**config.mk**
```make
export PLATFORM = sky130hd
export DESIGN_NAME = accel_mmio_ctrl
export DESIGN_NICKNAME = d
export VERILOG_FILES = /design/src/rtl/accel_pkg.sv /design/src/rtl/accel_mmio_ctrl.sv
export SDC_FILE = /design/constraint.sdc
export NUM_CORES = 1
export LEC_CHECK = 0
export BUFFER_PORTS_ARGS = -buffer_cell sky130_fd_sc_hd__buf_2
export CORE_ASPECT_RATIO = 0.6
export CORE_MARGIN = 2
export CORE_UTILIZATION = 51
export CTS_BUF_LIST = sky130_fd_sc_hd__clkbuf_4 sky130_fd_sc_hd__clkbuf_8
export DETAILED_ROUTE_END_ITERATION = 10
export PLACE_DENSITY = 0.95
export SLEW_MARGIN = 10
export SYNTH_ARGS = -nofsm -noshare
export SYNTH_HDL_FRONTEND = slang
export SYNTH_SLANG_ARGS = --single-unit
```
**constraint.sdc**
```tcl
create_clock -name clk -period 2.8 [get_ports clk]
set_input_delay 0.14 -clock clk [delete_from_list [all_inputs] [get_ports clk]]
set_output_delay 0.14 -clock clk [all_outputs]
set_load 0.02 [all_outputs]
```
**src/rtl/accel_pkg.sv**
```systemverilog
// Shared definitions for the accelerator MMIO controller: opcodes, register map, FSM states.
package accel_pkg;

  typedef enum logic [2:0] {
    OP_ADD    = 3'b000,
    OP_SUB    = 3'b001,
    OP_MOD    = 3'b010,
    OP_RSETUP = 3'b011,
    OP_MULT   = 3'b100,
    OP_EXP    = 3'b101
  } opcode_e;

  localparam logic [2:0] ADDR_A      = 3'd0;
  localparam logic [2:0] ADDR_B      = 3'd1;
  localparam logic [2:0] ADDR_MOD    = 3'd2;
  localparam logic [2:0] ADDR_CTRL   = 3'd3;
  localparam logic [2:0] ADDR_STATUS = 3'd4;
  localparam logic [2:0] ADDR_RESULT = 3'd5;

  typedef logic [1:0] state_t;
  localparam state_t ST_IDLE  = 2'd0;
  localparam state_t ST_START = 2'd1;
  localparam state_t ST_WAIT  = 2'd2;

  // Opcodes 110/111 have no accelerator function behind them.
  function automatic logic op_reserved(input logic [2:0] op);
    return op > OP_EXP;
  endfunction

  // Montgomery-domain ops need a completed R setup and an odd modulus.
  function automatic logic op_needs_r(input logic [2:0] op);
    return (op == OP_MULT) || (op == OP_EXP);
  endfunction

endpackage

```
**src/rtl/accel_mmio_ctrl.sv**
```systemverilog
// Register-mapped front end that launches one accelerator operation at a time.
// Optional build macro ACCEL_WATCHDOG_EN adds a WAIT-state timeout.
module accel_mmio_ctrl
  import accel_pkg::*;
#(
  parameter int DATA_WIDTH     = 8,
  parameter int TIMEOUT_CYCLES = 1023
) (
  input  logic                  clk,
  input  logic                  reset,
  input  logic                  we,
  input  logic [2:0]            addr,
  input  logic [31:0]           wdata,
  output logic [31:0]           rdata,
  output logic [DATA_WIDTH-1:0] acc_a,
  output logic [DATA_WIDTH-1:0] acc_b,
  output logic [DATA_WIDTH-1:0] acc_mod,
  output logic [2:0]            acc_control,
  output logic                  acc_start,
  input  logic [DATA_WIDTH-1:0] acc_result,
  input  logic                  acc_finished,
  output logic                  irq
);

  state_t                state_reg;
  logic [DATA_WIDTH-1:0] a_reg, b_reg, mod_reg, result_reg;
  logic [2:0]            control_reg;
  logic                  start_reg, irq_reg, done_reg, err_reg, r_ready_reg;

  logic       go_write;
  logic [2:0] go_op;
  logic       go_rejected;
  logic       busy;

  assign go_write    = we && (addr == ADDR_CTRL) && wdata[3];
  assign go_op       = wdata[2:0];
  assign go_rejected = op_reserved(go_op) ||
                       (op_needs_r(go_op) && (!r_ready_reg || !mod_reg[0]));
  assign busy        = (state_reg == ST_START) || (state_reg == ST_WAIT);

`ifdef ACCEL_WATCHDOG_EN
  localparam int WDOG_W = $clog2(TIMEOUT_CYCLES + 1);
  logic [WDOG_W-1:0] wdog_cnt_reg;
`endif

  always_ff @(posedge clk) begin
    if (reset) begin
      state_reg   <= ST_IDLE;
      a_reg       <= '0;
      b_reg       <= '0;
      mod_reg     <= '0;
      control_reg <= '0;
      result_reg  <= '0;
      start_reg   <= 1'b0;
      irq_reg     <= 1'b0;
      done_reg    <= 1'b0;
      err_reg     <= 1'b0;
      r_ready_reg <= 1'b0;
`ifdef ACCEL_WATCHDOG_EN
      wdog_cnt_reg <= '0;
`endif
    end else begin
      irq_reg   <= 1'b0;
      start_reg <= 1'b0;
      case (state_reg)
        ST_IDLE: begin
          if (we) begin
            case (addr)
              ADDR_A:   a_reg <= wdata[DATA_WIDTH-1:0];
              ADDR_B:   b_reg <= wdata[DATA_WIDTH-1:0];
              ADDR_MOD: begin
                mod_reg     <= wdata[DATA_WIDTH-1:0];
                r_ready_reg <= 1'b0;
              end
              default: ;
            endcase
          end
          // acc_finished is deliberately not looked at here.
          if (go_write) begin
            if (go_rejected) begin
              err_reg <= 1'b1;
              irq_reg <= 1'b1;
            end else begin
              control_reg <= go_op;
              done_reg    <= 1'b0;
              err_reg     <= 1'b0;
              start_reg   <= 1'b1;
              state_reg   <= ST_START;
            end
          end
        end
        ST_START: begin
          // Combinational ops already show finished here; wait one cycle before sampling.
          state_reg <= ST_WAIT;
`ifdef ACCEL_WATCHDOG_EN
          wdog_cnt_reg <= '0;
`endif
        end
        ST_WAIT: begin
          if (acc_finished) begin
            result_reg <= acc_result;
            done_reg   <= 1'b1;
            irq_reg    <= 1'b1;
            state_reg  <= ST_IDLE;
            if (control_reg == OP_RSETUP) r_ready_reg <= 1'b1;
          end
`ifdef ACCEL_WATCHDOG_EN
          else if (wdog_cnt_reg == WDOG_W'(TIMEOUT_CYCLES - 1)) begin
            err_reg   <= 1'b1;
            irq_reg   <= 1'b1;
            state_reg <= ST_IDLE;
          end else begin
            wdog_cnt_reg <= wdog_cnt_reg + 1'b1;
          end
`endif
        end
        default: state_reg <= ST_IDLE;
      endcase
    end
  end

  always_comb begin
    rdata = '0;
    case (addr)
      ADDR_A:      rdata[DATA_WIDTH-1:0] = a_reg;
      ADDR_B:      rdata[DATA_WIDTH-1:0] = b_reg;
      ADDR_MOD:    rdata[DATA_WIDTH-1:0] = mod_reg;
      ADDR_CTRL:   rdata[2:0]            = control_reg;
      ADDR_STATUS: rdata[3:0]            = {r_ready_reg, err_reg, done_reg, busy};
      ADDR_RESULT: rdata[DATA_WIDTH-1:0] = result_reg;
      default: ;
    endcase
  end

  assign acc_a       = a_reg;
  assign acc_b       = b_reg;
  assign acc_mod     = mod_reg;
  assign acc_control = control_reg;
  assign acc_start   = start_reg;
  assign irq         = irq_reg;

endmodule

```
==> impl_metrics.json <==
{
  "status": "finished clean",
  "fill_cells": 396,
  "ys_seq_area_share_pct": 37.9,
  "rows": 18,
  "synth-seq-cells": 42,
  "globalplace.congestion": 0.861,
  "n_antenna_cell": 0,
  "rsz0062_at_grt": "false",
  "peakVddDrop_mv": 0.247,
  "synth_area_sq_um": 2220,
  "clock_skew_ns": 0.00627,
  "required_ns": 2.66,
  "drc": 0,
  "end_kind": "output pin",
  "first_iter_violations": 188,
  "hold_depth": 3,
  "fin_ws_ns": 0.752,
  "numClockSinks": 42,
  "crit_arrival_ns": 1.91,
  "wl_per_cell_microns": 14.8,
  "grt_max_degree": 39,
  "drtAntennaViolNets": 0,
  "max_cap_violations": 0,
  "viasPerCell": 4.99,
  "cts_buffers": 5,
  "cts_root_buf": "clkbuf_8",
  "cts_htree_levels": 2,
  "hold-path-endpoint": "result_reg[2]",
  "ys_types": 34,
  "whs_ns": 0.0751,
  "die_w_microns": 89.1,
  "worstMarginPinSlew_ns": 0.659,
  "reg2reg_from": "state_reg[0]",
  "synthFlopType": "dfxtp_1",
  "nNetsFinal": 346,
  "worstSetupPathType": "flop to output pin",
  "synth_edf_count": 0,
  "leakage_nw": 1.22,
  "yosysWarnings": 0,
  "min_period_over_period_pct": 73.2,
  "grt_pass1_wl_microns": 7820,
  "syn_inst": 241,
  "wirelength_microns": 5260,
  "reg2reg_slack_ns": 0.88,
  "p_per_area_nw_per_um2": 508,
  "port_buffers": 59,
  "yosysTopAreaCellShare_pct": 37.9,
  "grt_pass1_vias": 1546,
  "die_area_sq_um": 4910,
  "setup_viol_count_final": 0,
  "post-place-ws_ns": 0.887,
  "post_dp_cell_area_sq_um": 2440,
  "drive_gt1_share_pct": 26.4,
  "grt_usage_pct": 21.6,
  "globalRouteOverflowTotal": 0,
  "start_kind": "flop",
  "dieHeight_microns": 55.1,
  "r2r_cells": 7,
  "postCtsHoldBufs": 0,
  "clock_path_buffers": 2,
  "drt_pass1_iterations": 4,
  "slew_violations": 0,
  "synth_area_leaders": "dfxtp_1 (38%), mux2i_1 (17%), buf_4 (8.8%)",
  "hold_viol_final": 0,
  "start_util_pct": 53.5,
  "finalSetupTns_ns": 0,
  "dp_hpwl_microns": 3980,
  "crit_fanout": 3,
  "fmaxAchievable_mhz": 488,
  "worstHoldStart": "acc_result[2]",
  "synth_top_area_cell": "dfxtp_1",
  "clk_latency_ns": 0.30,
  "maxSlewHeadroom_pct": 56.0,
  "post_cts_resized": 0,
  "antenna_found_initial": 0,
  "core_sq_um": 4140,
  "finish.utilization_pct": 61.1,
  "cts_tree": "built",
  "fin_crit_ns": 2.05,
  "vias": 1777,
  "clkSlewWorstSetupHoldPaths_ns": 0.08,
  "syn_to_final_growth_pct": 14.3,
  "design_area_sq_um": 2530,
  "r2r_end": "r_ready_reg",
  "synth.avg_cell_area_sq_um": 9.19,
  "hold_class": "input port to flop",
  "ys_async_sr_fraction_pct": 0,
  "pin_count": 108,
  "cts_setup_buffers": 0
}
-- kinds of logic (layout without fill, tap and decap cells) --
logic type / Yosys count / in the layout / synth area share [%]
buf+inv: 44 / 76 / 12.5
simple gates: 74 / 74 / 16.0
other cells: 1 / 24 / 0.169
compound gates: 34 / 34 / 11.2
fa+ha+maj: 4 / 4 / 2.26
flops: 42 / 42 / 37.9
mux: 42 / 42 / 19.9
-- stage by stage --
stage / power [mW] / cells
2_1_floorplan: 0.840 / 264
3_3_place_gp: 0.868 / 348
3_5_place_dp: 0.878 / 348
4_1_cts: 1.28 / 356
5_1_grt: 1.33 / 356
6_report: 1.29 / 356
-- synthesized netlist by cell type (all sizes together), types with 2 or more instances --
| master | instances |
|---|---|
| o21a | 2 |
| nand2b | 2 |
| ha | 4 |
| clkbuf | 5 |
| o21ai | 6 |
| inv | 7 |
| mux2 | 3 |
| a31oi | 2 |
| a22oi | 3 |
| a22o | 2 |
| nor2 | 31 |
| buf | 32 |
| dfxtp | 42 |
| nand3b | 3 |
| nand3 | 4 |
| mux2i | 38 |
| nand2 | 25 |
| a21oi | 11 |
| nor3 | 4 |
| o22ai | 2 |
| and2 | 2 |
-- final cells by class --
class,instances,area (sq um),share of cell area [%]
multi-input cells,178,1180,46.8
well taps,60,75.1,2.96
clock buffers,7,90.1,3.56
clock inverters,1,5.00,0.198
inverters,7,26.3,1.04
repair buffers,61,310,12.3
flip-flops and latches,42,841,33.2
-- worst max-delay path by stage --
stage	from	end	slack [ns]	cells past startpoint
after floorplan	state_reg[0]	rdata[0]	1.28	4
after global placement	state_reg[0]	r_ready_reg	0.97	7
after detailed placement	state_reg[0]	r_ready_reg	0.89	7
after CTS	state_reg[0]	rdata[0]	0.74	5
after global routing	state_reg[0]	rdata[0]	0.68	5
final	state_reg[0]	rdata[0]	0.75	5
-- worst max-delay path, cell delays in order (launching register included) --
cell and delay [ns]:
dfxtp_1 0.36, inv_1 0.09, ha_1 0.29, mux4_1 0.55, o2bb2ai_1 0.16, buf_2 0.16
-- per-layer routing --
layer	track usage (%)	share of wire (%)
met5	0	0
met3	5.19	7.4
met2	31.7	43
met4	5.22	0.59
met1	32.0	49
-- cell usage in the layout (no fill, tap or decap), types with 2 or more instances in the layout --
cell,n
dfxtp_1,42
nor3_1,4
conb_1,24
nand2_1,25
a22o_1,2
buf_4,2
nand3b_4,3
nor2_1,31
a31oi_1,2
mux2i_1,38
o21ai_0,6
inv_1,7
nand2b_1,2
and2_1,2
clkbuf_8,6
mux2_2,3
o22ai_1,2
a21oi_1,11
a22oi_1,3
buf_2,59
nand3_1,4
o21a_1,2
ha_1,4
-- where the power goes --
group          total (mW)  internal (mW)  switching, mW  leakage (nW)
clock               0.420          0.209          0.211        0.0517
combinational       0.235         0.0790          0.156         0.825
sequential          0.631          0.616         0.0150         0.339
total                1.29          0.904          0.382          1.22
No activity file was read; power rests on OpenSTA's default activity.
